$ cat config.mk
export PLATFORM = sky130hd
export DESIGN_NAME = decode_execute_buffer_flat
export DESIGN_NICKNAME = d
export VERILOG_FILES = /design/src/rtl/decode_execute_buffer_if.sv /design/src/rtl/decode_execute_buffer.sv /design/src/flat_wrapper.sv
export SDC_FILE = /design/constraint.sdc
export NUM_CORES = 1
export LEC_CHECK = 0
export CAP_MARGIN = 20
export CORE_MARGIN = 4
export CORE_UTILIZATION = 38
export CTS_CLUSTER_SIZE = 24
export DETAILED_ROUTE_END_ITERATION = 10
export GPL_TIMING_DRIVEN = 0
export PLACE_DENSITY = 0.8
export SLEW_MARGIN = 5
export SYNTH_ARGS = -nofsm -noshare
export SYNTH_HDL_FRONTEND = slang
export SYNTH_SLANG_ARGS = --single-unit
$ cat constraint.sdc
create_clock -name clk -period 1.4 [get_ports clk]
set_input_delay 0.28 -clock clk [delete_from_list [all_inputs] [get_ports clk]]
set_output_delay 0.28 -clock clk [all_outputs]
set_load 0.02 [all_outputs]
$ cat src/rtl/decode_execute_buffer_if.sv
// Decode->execute bundle: control-unit side (master) drives *D, stall and flush;
// the buffer (slave) returns the registered *E copies and sequencer status.
`ifndef ALU_NOP
`define ALU_NOP 5'b00000
`endif

interface decode_execute_buffer_if #(
    parameter int DATA_W = 16,
    parameter int PC_W   = 32,
    parameter int REG_AW = 3
);
    logic              stall, flush;
    logic [9:0]        ctrlD, ctrlE;
    logic [4:0]        aluSignalsD, aluSignalsE;
    logic              stD, sstD, shiftD, stE, sstE, shiftE;
    logic [1:0]        flushNumD, enablePushOrPopD, firstTimeCallD, firstTimeRETD;
    logic [1:0]        flushNumE, enablePushOrPopE, firstTimeCallE, firstTimeRETE;
    logic [DATA_W-1:0] rsrcDataD, rdstDataD, immD, rsrcDataE, rdstDataE, immE;
    logic [REG_AW-1:0] rsrcAddrD, rdstAddrD, rsrcAddrE, rdstAddrE;
    logic [PC_W-1:0]   pcD, pcE;
    logic              validE, seqBusy, seqErr;
    logic [15:0]       bubbleCount;

    modport master (
        output stall, flush, ctrlD, aluSignalsD, stD, sstD, shiftD, flushNumD,
               enablePushOrPopD, firstTimeCallD, firstTimeRETD, rsrcDataD,
               rdstDataD, immD, rsrcAddrD, rdstAddrD, pcD,
        input  ctrlE, aluSignalsE, stE, sstE, shiftE, flushNumE, enablePushOrPopE,
               firstTimeCallE, firstTimeRETE, rsrcDataE, rdstDataE, immE,
               rsrcAddrE, rdstAddrE, pcE, validE, seqBusy, seqErr, bubbleCount
    );

    modport slave (
        input  stall, flush, ctrlD, aluSignalsD, stD, sstD, shiftD, flushNumD,
               enablePushOrPopD, firstTimeCallD, firstTimeRETD, rsrcDataD,
               rdstDataD, immD, rsrcAddrD, rdstAddrD, pcD,
        output ctrlE, aluSignalsE, stE, sstE, shiftE, flushNumE, enablePushOrPopE,
               firstTimeCallE, firstTimeRETE, rsrcDataE, rdstDataE, immE,
               rsrcAddrE, rdstAddrE, pcE, validE, seqBusy, seqErr, bubbleCount
    );
endinterface

$ cat src/rtl/decode_execute_buffer.sv
// Decode/execute pipeline register with a two-cycle instruction sequencer (LDM/CALL/RET).
// Optional bubble counter enabled by defining BUBBLE_COUNT_EN.
module decode_execute_buffer #(
    parameter int DATA_W = 16,
    parameter int PC_W   = 32,
    parameter int REG_AW = 3
) (
    input logic                   clk,
    input logic                   rst,
    decode_execute_buffer_if.slave bus
);
    typedef enum logic [2:0] {IDLE, LDM2, CALL2, RET2, DRAIN} seq_t;

    seq_t              r_state, w_state_nxt, w_entry;
    logic              w_err_set, w_valid;
    logic [9:0]        r_ctrl;
    logic [4:0]        r_alu;
    logic              r_st, r_sst, r_shift, r_valid, r_err;
    logic [1:0]        r_flush_num, r_epp, r_fcall, r_fret;
    logic [DATA_W-1:0] r_rsrc_data, r_rdst_data, r_imm;
    logic [REG_AW-1:0] r_rsrc_addr, r_rdst_addr;
    logic [PC_W-1:0]   r_pc;

    assign w_valid = !(bus.ctrlD == 10'd0 && bus.aluSignalsD == `ALU_NOP &&
                       bus.enablePushOrPopD == 2'd0);

    always_ff @(posedge clk) begin
        if (rst) begin
            r_ctrl      <= '0;
            r_alu       <= `ALU_NOP;
            r_st        <= 1'b0;
            r_sst       <= 1'b0;
            r_shift     <= 1'b0;
            r_flush_num <= '0;
            r_epp       <= '0;
            r_fcall     <= '0;
            r_fret      <= '0;
            r_rsrc_data <= '0;
            r_rdst_data <= '0;
            r_imm       <= '0;
            r_rsrc_addr <= '0;
            r_rdst_addr <= '0;
            r_pc        <= '0;
            r_valid     <= 1'b0;
        end else if (bus.flush) begin
            // Bubble, but keep the control unit's flush countdown alive
            r_ctrl      <= '0;
            r_alu       <= `ALU_NOP;
            r_st        <= 1'b0;
            r_sst       <= 1'b0;
            r_shift     <= 1'b0;
            r_flush_num <= bus.flushNumD;
            r_epp       <= '0;
            r_fcall     <= '0;
            r_fret      <= '0;
            r_valid     <= 1'b0;
        end else if (!bus.stall) begin
            r_ctrl      <= bus.ctrlD;
            r_alu       <= bus.aluSignalsD;
            r_st        <= bus.stD;
            r_sst       <= bus.sstD;
            r_shift     <= bus.shiftD;
            r_flush_num <= bus.flushNumD;
            r_epp       <= bus.enablePushOrPopD;
            r_fcall     <= bus.firstTimeCallD;
            r_fret      <= bus.firstTimeRETD;
            r_rsrc_data <= bus.rsrcDataD;
            r_rdst_data <= bus.rdstDataD;
            r_imm       <= bus.immD;
            r_rsrc_addr <= bus.rsrcAddrD;
            r_rdst_addr <= bus.rdstAddrD;
            r_pc        <= bus.pcD;
            r_valid     <= w_valid;
        end
    end

    always_ff @(posedge clk) begin
        if (rst) r_state <= IDLE;
        else     r_state <= w_state_nxt;
    end

    always_ff @(posedge clk) begin
        if (rst)            r_err <= 1'b0;
        else if (w_err_set) r_err <= 1'b1;
    end

    always_comb begin
        w_entry = IDLE;
        if (bus.stD && bus.sstD)               w_entry = LDM2;
        else if (bus.firstTimeCallD == 2'b11)  w_entry = CALL2;
        else if (bus.firstTimeRETD == 2'b11)   w_entry = RET2;
    end

    // A broken sequence still treats its load as a fresh IDLE entry
    always_comb begin
        w_state_nxt = r_state;
        w_err_set   = 1'b0;
        if (bus.flush) begin
            w_state_nxt = IDLE;
        end else if (!bus.stall) begin
            case (r_state)
                IDLE:  w_state_nxt = w_entry;
                LDM2:  if ({bus.stD, bus.sstD} == 2'b10) w_state_nxt = IDLE;
                       else begin w_err_set = 1'b1; w_state_nxt = w_entry; end
                CALL2: if (bus.firstTimeCallD == 2'b01) w_state_nxt = IDLE;
                       else begin w_err_set = 1'b1; w_state_nxt = w_entry; end
                RET2:  if (bus.firstTimeRETD == 2'b01) w_state_nxt = DRAIN;
                       else begin w_err_set = 1'b1; w_state_nxt = w_entry; end
                DRAIN: if (bus.flushNumD == 2'd0) w_state_nxt = IDLE;
                default: w_state_nxt = IDLE;
            endcase
        end
    end

`ifdef BUBBLE_COUNT_EN
    logic [15:0] r_bubble;
    always_ff @(posedge clk) begin
        if (rst)
            r_bubble <= '0;
        else if ((bus.flush || (!bus.stall && !w_valid)) && r_bubble != 16'hFFFF)
            r_bubble <= r_bubble + 16'd1;
    end
    assign bus.bubbleCount = r_bubble;
`else
    assign bus.bubbleCount = 16'h0000;
`endif

    assign bus.ctrlE            = r_ctrl;
    assign bus.aluSignalsE      = r_alu;
    assign bus.stE              = r_st;
    assign bus.sstE             = r_sst;
    assign bus.shiftE           = r_shift;
    assign bus.flushNumE        = r_flush_num;
    assign bus.enablePushOrPopE = r_epp;
    assign bus.firstTimeCallE   = r_fcall;
    assign bus.firstTimeRETE    = r_fret;
    assign bus.rsrcDataE        = r_rsrc_data;
    assign bus.rdstDataE        = r_rdst_data;
    assign bus.immE             = r_imm;
    assign bus.rsrcAddrE        = r_rsrc_addr;
    assign bus.rdstAddrE        = r_rdst_addr;
    assign bus.pcE              = r_pc;
    assign bus.validE           = r_valid;
    assign bus.seqBusy          = (r_state != IDLE);
    assign bus.seqErr           = r_err;
endmodule

$ cat src/flat_wrapper.sv
// flat-port wrapper written by rule: the top's interface ports become plain ports
module decode_execute_buffer_flat 
#(
    parameter int DATA_W = 16,
    parameter int PC_W   = 32,
    parameter int REG_AW = 3
)
  (clk, rst, bus_stall, bus_flush, bus_ctrlD, bus_aluSignalsD, bus_stD, bus_sstD, bus_shiftD, bus_flushNumD, bus_enablePushOrPopD, bus_firstTimeCallD, bus_firstTimeRETD, bus_rsrcDataD, bus_rdstDataD, bus_immD, bus_rsrcAddrD, bus_rdstAddrD, bus_pcD, bus_ctrlE, bus_aluSignalsE, bus_stE, bus_sstE, bus_shiftE, bus_flushNumE, bus_enablePushOrPopE, bus_firstTimeCallE, bus_firstTimeRETE, bus_rsrcDataE, bus_rdstDataE, bus_immE, bus_rsrcAddrE, bus_rdstAddrE, bus_pcE, bus_validE, bus_seqBusy, bus_seqErr, bus_bubbleCount);
  decode_execute_buffer_if #(.DATA_W(DATA_W), .PC_W(PC_W), .REG_AW(REG_AW)) bus_i ();
  input logic clk;
  input logic rst;
  input wire logic [$bits(bus_i.stall)-1:0] bus_stall;
  input wire logic [$bits(bus_i.flush)-1:0] bus_flush;
  input wire logic [$bits(bus_i.ctrlD)-1:0] bus_ctrlD;
  input wire logic [$bits(bus_i.aluSignalsD)-1:0] bus_aluSignalsD;
  input wire logic [$bits(bus_i.stD)-1:0] bus_stD;
  input wire logic [$bits(bus_i.sstD)-1:0] bus_sstD;
  input wire logic [$bits(bus_i.shiftD)-1:0] bus_shiftD;
  input wire logic [$bits(bus_i.flushNumD)-1:0] bus_flushNumD;
  input wire logic [$bits(bus_i.enablePushOrPopD)-1:0] bus_enablePushOrPopD;
  input wire logic [$bits(bus_i.firstTimeCallD)-1:0] bus_firstTimeCallD;
  input wire logic [$bits(bus_i.firstTimeRETD)-1:0] bus_firstTimeRETD;
  input wire logic [$bits(bus_i.rsrcDataD)-1:0] bus_rsrcDataD;
  input wire logic [$bits(bus_i.rdstDataD)-1:0] bus_rdstDataD;
  input wire logic [$bits(bus_i.immD)-1:0] bus_immD;
  input wire logic [$bits(bus_i.rsrcAddrD)-1:0] bus_rsrcAddrD;
  input wire logic [$bits(bus_i.rdstAddrD)-1:0] bus_rdstAddrD;
  input wire logic [$bits(bus_i.pcD)-1:0] bus_pcD;
  output wire logic [$bits(bus_i.ctrlE)-1:0] bus_ctrlE;
  output wire logic [$bits(bus_i.aluSignalsE)-1:0] bus_aluSignalsE;
  output wire logic [$bits(bus_i.stE)-1:0] bus_stE;
  output wire logic [$bits(bus_i.sstE)-1:0] bus_sstE;
  output wire logic [$bits(bus_i.shiftE)-1:0] bus_shiftE;
  output wire logic [$bits(bus_i.flushNumE)-1:0] bus_flushNumE;
  output wire logic [$bits(bus_i.enablePushOrPopE)-1:0] bus_enablePushOrPopE;
  output wire logic [$bits(bus_i.firstTimeCallE)-1:0] bus_firstTimeCallE;
  output wire logic [$bits(bus_i.firstTimeRETE)-1:0] bus_firstTimeRETE;
  output wire logic [$bits(bus_i.rsrcDataE)-1:0] bus_rsrcDataE;
  output wire logic [$bits(bus_i.rdstDataE)-1:0] bus_rdstDataE;
  output wire logic [$bits(bus_i.immE)-1:0] bus_immE;
  output wire logic [$bits(bus_i.rsrcAddrE)-1:0] bus_rsrcAddrE;
  output wire logic [$bits(bus_i.rdstAddrE)-1:0] bus_rdstAddrE;
  output wire logic [$bits(bus_i.pcE)-1:0] bus_pcE;
  output wire logic [$bits(bus_i.validE)-1:0] bus_validE;
  output wire logic [$bits(bus_i.seqBusy)-1:0] bus_seqBusy;
  output wire logic [$bits(bus_i.seqErr)-1:0] bus_seqErr;
  output wire logic [$bits(bus_i.bubbleCount)-1:0] bus_bubbleCount;
  assign bus_i.stall = bus_stall;
  assign bus_i.flush = bus_flush;
  assign bus_i.ctrlD = bus_ctrlD;
  assign bus_i.aluSignalsD = bus_aluSignalsD;
  assign bus_i.stD = bus_stD;
  assign bus_i.sstD = bus_sstD;
  assign bus_i.shiftD = bus_shiftD;
  assign bus_i.flushNumD = bus_flushNumD;
  assign bus_i.enablePushOrPopD = bus_enablePushOrPopD;
  assign bus_i.firstTimeCallD = bus_firstTimeCallD;
  assign bus_i.firstTimeRETD = bus_firstTimeRETD;
  assign bus_i.rsrcDataD = bus_rsrcDataD;
  assign bus_i.rdstDataD = bus_rdstDataD;
  assign bus_i.immD = bus_immD;
  assign bus_i.rsrcAddrD = bus_rsrcAddrD;
  assign bus_i.rdstAddrD = bus_rdstAddrD;
  assign bus_i.pcD = bus_pcD;
  assign bus_ctrlE = bus_i.ctrlE;
  assign bus_aluSignalsE = bus_i.aluSignalsE;
  assign bus_stE = bus_i.stE;
  assign bus_sstE = bus_i.sstE;
  assign bus_shiftE = bus_i.shiftE;
  assign bus_flushNumE = bus_i.flushNumE;
  assign bus_enablePushOrPopE = bus_i.enablePushOrPopE;
  assign bus_firstTimeCallE = bus_i.firstTimeCallE;
  assign bus_firstTimeRETE = bus_i.firstTimeRETE;
  assign bus_rsrcDataE = bus_i.rsrcDataE;
  assign bus_rdstDataE = bus_i.rdstDataE;
  assign bus_immE = bus_i.immE;
  assign bus_rsrcAddrE = bus_i.rsrcAddrE;
  assign bus_rdstAddrE = bus_i.rdstAddrE;
  assign bus_pcE = bus_i.pcE;
  assign bus_validE = bus_i.validE;
  assign bus_seqBusy = bus_i.seqBusy;
  assign bus_seqErr = bus_i.seqErr;
  assign bus_bubbleCount = bus_i.bubbleCount;
  decode_execute_buffer #(.DATA_W(DATA_W), .PC_W(PC_W), .REG_AW(REG_AW)) u_core (.clk(clk), .rst(rst), .bus(bus_i));
endmodule
==> impl_metrics.py, run 1 <==
metrics = {
    "synthesis": {
        "ys.flop_type": "dfxtp_1",
        "yosys-top-cells-area": "dfxtp_1 54%, nand2_1 15%, a21oi_1 10%, mux2i_1 6.0%, buf_4 3.1%",
        "ys_types": 30,
        "synth.top_cell.area_share_pct": 53.8,
        "netlist_instances": 521,
        "yosysTopAreaCell": "dfxtp_1",
        "synth_edf_count": 0,
        "async_reset_ff_share_pct": 0,
        "synth_most_common_cell": "nand2_1",
        "syn_avg_cell_area_um2": 8.35,
        "netlist_top_cells_count": "175 x nand2_1, 117 x dfxtp_1, 88 x a21oi_1, 31 x nor2_1, 26 x mux2i_1",
        "syn_area_mm2": 0.00435,
        "synth_seq_area_share_pct": 53.8,
        "ys_seq_elements": 117,
        "yosysWarnings": 0,
    },
    "timing": {
        "slew_violations": 0,
        "fin_crit_sh_pct": 110,
        "grt_setup_unrepaired": "yes",
        "max_freq_mhz": 650,
        "finalHoldViolations": 0,
        "holdWs_ns": 0.326,
        "setup_viol_count_final": 1,
        "timing.final.crit_period_ns": 1.54,
        "setup_ws_ns": -0.138,
        "finClkSkew_ns": 0.000596,
    },
    "finish": {
        "fin_nets": 898,
        "fin_area_mm2": 0.00743,
        "antenna_cells": 0,
        "layout-drive-gt1-share_pct": 10.7,
        "post-route-util_pct": 67.3,
        "syn2layout_area_growth_pct": 70.7,
    },
    "worst_setup_path": {
        "r2r_end": "u_core.bus.seqErr",
        "crit_start": "u_core.r_state[2]",
        "crit_type": "reg2out",
        "rr_startpoint": "u_core.r_state[2]",
        "crit_chain": "or3_4, buf_6",
        "startpoint_type": "flop",
        "worst-r2r-setup-slack_ns": 0.21,
        "cp_max_fo": 5,
        "reg2reg_depth": 4,
        "crit_required_ns": 1.12,
        "endpoint_kind": "output pin",
        "crit_family": "simple AND/OR/NAND/NOR gates",
        "crit_slowest_cell": "or3_4",
        "arrival_ns": 1.26,
        "cp_num_buf_inv": 1,
        "slowest_delay_ns": 0.38,
    },
    "worst_hold_path": {
        "min_path_type": "in2reg",
        "hold_path_end": "u_core.r_state[2]",
        "hp-start": "bus_stall",
        "min_path_cells": 4,
    },
    "clock_tree": {
        "clk_latency_ns": 0.40,
        "root_buffer": "clkbuf_16",
        "cts.sinks": 117,
        "numCtsBuffers": 17,
        "cts_setup_buffers": 0,
        "clockBufferDepth": 2,
        "cts.clk_slew.worst_paths_ns": 0.05,
        "cts_tree": "done",
        "htreeDepth": 4,
    },
    "drt": {
        "wl_um": 14100,
        "ant_nets": 0,
        "wire_per_inst_um": 15.0,
        "firstDrtPassIters": 6,
        "drt_iter0_drc": 192,
        "drc_errors": 0,
        "vias": 4445,
        "via_per_inst": 4.76,
    },
    "job": {
        "maxCapViolCount": 0,
    },
    "pwr": {
        "vdd_ir_drop_max_v": 0.000661,
        "p_total_uw": 9590,
        "power_density_mw_per_mm2": 1290,
        "p_leak_uw": 0.00327,
    },
    "placed_design": {
        "routabilityCongestion": 0.876,
        "io_buffers": 228,
        "postPlaceCellArea_mm2": 0.00687,
        "place_ws_ns": -0.490,
        "dp_hpwl_um": 10800,
    },
    "floorplanning": {
        "die_y_um": 115,
        "floorplan.rows": 38,
        "die_area_mm2": 0.0132,
        "chipWidth_um": 115,
        "core_area_mm2": 0.0110,
        "initial_core_util_pct": 39.5,
        "io-pin-count": 247,
    },
    "global_route": {
        "grt_max_degree": 17,
        "grt_pass1_vias": 4607,
        "grt_pass1_wl_um": 21800,
        "grt_overflow": 0,
        "antenna_found_initial": 0,
        "grt_use_total_pct": 20.8,
    },
    "run_status": {
        "violations": "negative setup slack",
        "status": "finished with violations",
    },
}
[metrics by stage]
| stage | instances | setup TNS, ns |
|---|---|---|
| CTS | 934 | -0.185 |
| global placement | 904 | -37.12 |
| finish | 934 | -0.138 |
| floorplan | 536 | 0 |
| global route | 934 | -0.173 |
| detailed placement | 904 | -41.35 |
[cells by family after synthesis]
logic type / share of synthesized area (%)
other: 0.0861
multiplexers: 5.98
AND/OR/NAND/NOR: 20.5
flip-flops: 53.8
AO/OA/AOI/OAI: 12.0
buffers and inverters: 7.65
[cell usage in the layout (no fill, tap or decap)]
cell type,instances
clkinvlp_4,1
nor2_4,1
inv_1,2
clkbuf_1,13
buf_6,6
dfxtp_2,2
nor2b_1,2
or4_1,1
nand2_1,175
clkdlybuf4s50_1,112
clkbuf_16,17
nor3_1,1
o32ai_2,1
clkdlybuf4s15_1,42
a22oi_1,1
dfxtp_1,114
o21a_1,1
or2_1,1
o21ai_0,2
nand4_1,1
or2_2,1
and2_4,1
nand3_1,2
a32o_1,3
or3_4,1
buf_4,20
a221o_1,1
nand2b_1,3
nor2_1,31
dfxtp_4,1
buf_2,14
dlygate4sd2_1,67
mux2i_1,26
clkinv_2,3
conb_1,16
nor4_1,4
clkbuf_8,4
clkbuf_2,7
a21oi_1,88
bufinv_16,5
[power by group]
part / switching (uW) / internal [uW] / total [uW]
registers: 70.1 / 3480 / 3550
clock network: 1480 / 3330 / 4800
logic: 627 / 611 / 1240
[cell type report]
class,instances,area (um2)
clock buffer,22,484
clock inverter,9,173
sequential,117,2350
buffer,52,327
multi-input combinational,364,1740
inverter,2,7.51
fill,920,3600
tap,140,175
timing repair buffer,228,2170
[state kept, by name, indices dropped and copies added, names as in the netlist, 3 cells and up]
register,count
u_core.bus.rsrcDataE,16
u_core.r_state,3
u_core.bus.immE,16
u_core.bus.pcE,32
u_core.bus.ctrlE,10
u_core.bus.rsrcAddrE,3
u_core.bus.rdstAddrE,3
u_core.bus.aluSignalsE,5
u_core.bus.rdstDataE,16
[worst max-delay path by stage]
stage / to / slack, ns / cells after the start
2_1_floorplan: u_core.bus.immE[0] / 0.15 / 7
3_3_place_gp: u_core.bus.rdstDataE[5] / -0.43 / 6
3_5_place_dp: u_core.bus.rdstDataE[5] / -0.49 / 6
4_1_cts: bus_seqBusy / -0.19 / 2
5_1_grt: bus_seqBusy / -0.17 / 2
6_report: bus_seqBusy / -0.14 / 2
[repair_timing]
| action | 4_1_cts | 5_1_grt |
|---|---|---|
| pin swaps | 1 | 1 |
| gates resized for setup | 130 | 54 |
| setup endpoints to repair | 159 | 48 |
| hold buffers | 0 | 0 |
[metal layers]
metal / global-route usage [%] / wire (um) / vias up
li1: - / - / 2181
met1: 22.1 / 5270 / 2010
met2: 36.0 / 6910 / 221
met3: 8.16 / 1430 / 33
met4: 9.94 / 448 / 0
met5: 0 / 0 / -
[worst min-delay path: cells and delay by family]
kind	cells	cell delay, ns
buf+inv	1	0.18
simple gates	2	0.16
compound gates	1	0.06
Power figures use the tool's default switching activity.
==> inputs of run 2 (changes only) <==
Settings changed: CORE_UTILIZATION 38 to 37, CTS_CLUSTER_SIZE 24 to unset, PLACE_DENSITY 0.8 to 0.78.
==> impl_metrics.py, run 2 (synthesized netlist as in run 1, its figures left out) <==
metrics = {
    "drt": {
        "wl_um": 13900,
        "via_per_inst": 4.71,
        "drc_errors": 0,
        "wire_per_inst_um": 14.8,
        "ant_nets": 0,
        "drt_iter0_drc": 196,
        "firstDrtPassIters": 4,
        "vias": 4431,
    },
    "global_route": {
        "met1_usage_pct": 21.5,
        "busiest_layer": "met2",
        "grt_use_total_pct": 19.7,
        "grt_overflow": 0,
        "grt_max_degree": 17,
        "use_met2_pct": 33.9,
        "met3_usage_pct": 8.08,
        "grt_pass1_vias": 4391,
        "antenna_found_initial": 0,
        "grt_pass1_wl_um": 21100,
    },
    "pwr": {
        "power_density_mw_per_mm2": 1230,
        "p_total_uw": 9120,
        "p_sw_uw": 2220,
        "p_leak_uw": 0.00321,
        "vdd_ir_drop_max_v": 0.000618,
        "p_int_uw": 6900,
        "pwr-share-clk_pct": 47.6,
        "seqPwrFrac_pct": 38.9,
        "p_comb_share_pct": 13.5,
        "sw_frac_of_total_pct": 24.4,
    },
    "clock_tree": {
        "cts_tree": "done",
        "cts.clk_slew.worst_paths_ns": 0.06,
        "clk_latency_ns": 0.40,
        "numCtsBuffers": 17,
        "cts.sinks": 117,
        "root_buffer": "clkbuf_16",
        "cts-hold-fix-buffers": 0,
        "clockBufferDepth": 2,
        "htreeDepth": 4,
    },
    "worst_setup_path": {
        "crit_type": "reg2out",
        "cp_max_fo": 6,
        "crit_slowest_cell": "or3_4",
        "crit_chain": "or3_4, buf_6",
        "arrival_ns": 1.28,
        "crit_required_ns": 1.12,
        "reg2reg_depth": 5,
        "startpoint_type": "flop",
        "r2r_end": "u_core.bus.seqErr",
        "slowest_delay_ns": 0.39,
        "cp_num_buf_inv": 1,
        "endpoint_kind": "output pin",
        "worst-r2r-setup-slack_ns": 0.11,
        "crit_family": "simple AND/OR/NAND/NOR gates",
        "rr_startpoint": "u_core.r_state[0]",
    },
    "floorplanning": {
        "initial_core_util_pct": 38.0,
        "floorplan.rows": 39,
        "chipWidth_um": 116,
        "core_area_mm2": 0.0115,
        "die_y_um": 116,
        "io-pin-count": 247,
        "die_area_mm2": 0.0136,
    },
    "timing": {
        "grt_setup_unrepaired": "yes",
        "max_freq_mhz": 642,
        "finClkSkew_ns": 0.000903,
        "fin_crit_sh_pct": 111,
        "fin_tns_setup_ns": -0.159,
        "setup_viol_count_final": 1,
        "finalHoldViolations": 0,
        "timing.final.crit_period_ns": 1.56,
        "slew_violations": 0,
        "setup_ws_ns": -0.159,
    },
    "finish": {
        "antenna_cells": 0,
        "mostFrequentLayoutCells": "175 x nand2_1, 115 x dfxtp_1, 111 x clkdlybuf4s50_1",
        "final_common_cell": "nand2_1",
        "largest_register_ffs": 32,
        "fin_nets": 900,
        "layout-drive-gt1-share_pct": 11.2,
        "syn2layout_area_growth_pct": 69.8,
    },
    "worst_hold_path": {
        "hold_path_end": "u_core.bus.firstTimeRETE[0]",
        "hp-start": "bus_firstTimeRETD[0]",
        "min_path_cells": 3,
        "min_path_type": "in2reg",
    },
    "job": {
        "maxCapViolCount": 0,
    },
    "placed_design": {
        "routabilityCongestion": 0.849,
        "io_buffers": 228,
        "dp_hpwl_um": 10700,
    },
    "run_status": {
        "violations": "negative setup slack",
        "status": "finished with violations",
    },
}
==> run 2: changes by cell type in the layout (fill, tap and decap cells not counted), moves of 3 or more <==
cell,delta
clkinv_2,-3
clkdlybuf4s15_1,+8
bufinv_16,-3
dlygate4sd2_1,-11
clkinvlp_4,+5
==> run 2: per-layer routing <==
layer | wire length (um) | vias up
li1 | - | 2190
met1 | 5150 | 2019
met2 | 6880 | 192
met3 | 1500 | 30
met4 | 372 | 0
met5 | 0 | -
==> run 2: worst max-delay path by stage <==
stage                       from            endpoint  slack (ns)  cells past startpoint
2_1_floorplan          bus_stall  u_core.bus.immE[0]        0.15                      7
3_3_place_gp           bus_flush  u_core.bus.immE[3]       -0.46                      6
5_1_grt        u_core.r_state[1]         bus_seqBusy       -0.19                      2
6_report       u_core.r_state[1]         bus_seqBusy       -0.16                      2
3_5_place_dp           bus_flush   u_core.bus.pcE[3]       -0.51                      6
4_1_cts        u_core.r_state[0]         bus_seqBusy       -0.19                      2
==> run 2: power groups by stage <==
stage               Combinational, uW  Sequential, uW  Clock (uW)
finish                           1230            3550        4340
global route                     1330            3560        4590
CTS                              1230            3550        4420
detailed placement               1320            3620           0
global placement                 1290            3610           0
floorplan                         426            3790           0
==> run 2: worst min-delay path, cell delays in order <==
cell	delay, ns
dlymetal6s2s_1	0.16
mux2i_1	0.10
nor2_1	0.07
==> run 2: layout make-up <==
type,instances,area [um2]
timing repair buffer,230,2190
sequential,117,2350
multi-input combinational,364,1740
inverter,2,7.51
clock buffer,22,484
fill,986,4080
tap,143,179
buffer,52,320
clock inverter,10,123
==> run 2: stage by stage <==
stage          setup slack (ns)  hold WS (ns)  util (%)  cells  area (um2)
2_1_floorplan             0.151         0.416         -    536        4410
3_3_place_gp             -0.459         0.441      59.9    907        6870
3_5_place_dp             -0.505         0.447      59.9    907        6870
4_1_cts                  -0.194         0.349      64.0    938        7340
5_1_grt                  -0.191         0.255      64.5    940        7390
6_report                 -0.159         0.232      64.5    940        7390
==> run 2: what timing repair did <==
action,in CTS,in global routing
setup buffers,0,2
setup endpoints to repair,153,59
gates resized for setup,126,69
pin swaps,0,1
hold endpoints to repair,0,0
==> inputs of run 3 (changes only) <==
Clock period 1.4 ns to 1.8 ns, I/O delays scaled along.
==> impl_metrics.py, run 3 (synthesized netlist as in run 1, its figures left out) <==
metrics = {
    "placed_design": {
        "routabilityCongestion": 0.849,
        "dp_hpwl_um": 10700,
        "postPlaceCellArea_mm2": 0.00687,
        "io_buffers": 228,
        "place_inst": 907,
    },
    "floorplanning": {
        "io-pin-count": 247,
        "core_area_mm2": 0.0115,
        "die_area_mm2": 0.0136,
        "floorplan.rows": 39,
        "die_y_um": 116,
        "initial_core_util_pct": 38.0,
        "chipWidth_um": 116,
    },
    "pwr": {
        "vdd_ir_drop_max_v": 0.000484,
        "power_density_mw_per_mm2": 960,
        "p_leak_uw": 0.00289,
    },
    "timing": {
        "timing.final.crit_period_ns": 1.74,
        "fin_crit_sh_pct": 96.9,
        "setup_viol_count_final": 0,
        "grt_setup_unrepaired": "no",
        "slew_violations": 0,
        "fin_tns_setup_ns": 0,
        "finalHoldViolations": 0,
        "max_freq_mhz": 573,
        "holdWs_ns": 0.428,
        "finClkSkew_ns": 0.000472,
    },
    "finish": {
        "largest_register_ffs": 32,
        "layout-drive-gt1-share_pct": 9.43,
        "fin_area_mm2": 0.00747,
        "final_cells": 938,
        "syn2layout_area_growth_pct": 71.5,
        "fin_nets": 898,
        "final_common_cell": "clkdlybuf4s50_1",
        "antenna_cells": 0,
        "mostFrequentLayoutCells": "227 x clkdlybuf4s50_1, 175 x nand2_1, 117 x dfxtp_1",
    },
    "drt": {
        "wire_per_inst_um": 14.8,
        "via_per_inst": 4.74,
        "firstDrtPassIters": 5,
        "met3_length_um": 1560,
        "wl_um": 13900,
        "vias": 4448,
        "drt_iter0_drc": 204,
        "m1WireLength_um": 5120,
        "routed-wl-met2_um": 6910,
        "ant_nets": 0,
        "top_layer": "met4",
        "drc_errors": 0,
    },
    "worst_setup_path": {
        "crit_family": "buffers and inverters",
        "startpoint_type": "flop",
        "crit_chain": "clkdlybuf4s50_1",
        "crit_type": "reg2out",
        "crit_slowest_cell": "clkdlybuf4s50_1",
        "cp_num_buf_inv": 1,
        "cp_max_fo": 2,
        "arrival_ns": 1.38,
        "crit_required_ns": 1.44,
        "slowest_delay_ns": 0.64,
        "endpoint_kind": "output pin",
    },
    "global_route": {
        "grt_use_total_pct": 19.7,
        "grt_overflow": 0,
        "antenna_found_initial": 0,
        "grt_max_degree": 17,
        "grt_pass1_wl_um": 21000,
        "grt_pass1_vias": 4391,
    },
    "run_status": {
        "status": "finished, final reports clean",
    },
    "clock_tree": {
        "cts.clk_slew.worst_paths_ns": 0.06,
        "cts_tree": "done",
        "cts.sinks": 117,
        "clockBufferDepth": 2,
        "numCtsBuffers": 17,
        "htreeDepth": 4,
        "clk_latency_ns": 0.40,
        "root_buffer": "clkbuf_16",
    },
    "worst_hold_path": {
        "min_path_type": "in2reg",
    },
    "job": {
        "maxCapViolCount": 0,
    },
}
run 3: cell types whose count changed in the layout (fill, tap and decap cells not counted), sizes merged:
| cell | change |
|---|---|
| clkdlybuf4s50 | +116 |
| buf | -2 |
| dlymetal6s2s | -1 |
| dlygate4sd2 | -56 |
| clkdlybuf4s15 | -50 |
| clkbuf | -9 |
run 3: where the power goes:
part           switching [uW]  internal (uW)  leakage, uW
Sequential               58.9           2700     0.000956
Clock                    1190           2190     0.000277
Combinational             483            541      0.00165
run 3: repair_timing:
item / in CTS / in global routing
hold buffers: 0 / 0
resized for setup: 4 / 0
buffers inserted: 0 / 0
endpoints found under the setup margin: 1 / 1
hold endpoints to repair: 0 / 0
cloned: 0 / 0
run 3: per-layer routing:
layer,up-vias,global-route usage [%]
met3,25,8.19
met1,2046,21.5
met2,191,33.8
met5,-,0
met4,0,7.89
li1,2186,-
run 3: metrics by stage:
stage          util, %  setup slack [ns]  total power [uW]
6_report          65.1            0.0556              7170
5_1_grt           65.1           0.00763              7450
4_1_cts           65.2            0.0176              7230
3_5_place_dp      59.9            -0.185              3840
3_3_place_gp      59.9            -0.139              3820
2_1_floorplan        -             0.471              3280
run 3: path summary, 6_finish.rpt:
path	start	end	slack (ns)	depth (start not counted)
min reg2reg	u_core.bus.rsrcDataE[10]	u_core.bus.rsrcDataE[10]	0.45	2
max reg2reg	u_core.r_state[0]	u_core.bus.seqErr	0.48	4
max	u_core.bus.ctrlE[9]	bus_ctrlE[9]	0.06	1
min	bus_stall	u_core.r_state[2]	0.43	4
run 3: cell type report:
cell class	instances	area, um2
buffer	52	320
sequential	117	2340
fill	959	4000
clock inverter	10	123
timing repair buffer	228	2280
multi-input combinational	364	1730
tap	143	179
inverter	2	7.51
clock buffer	22	484
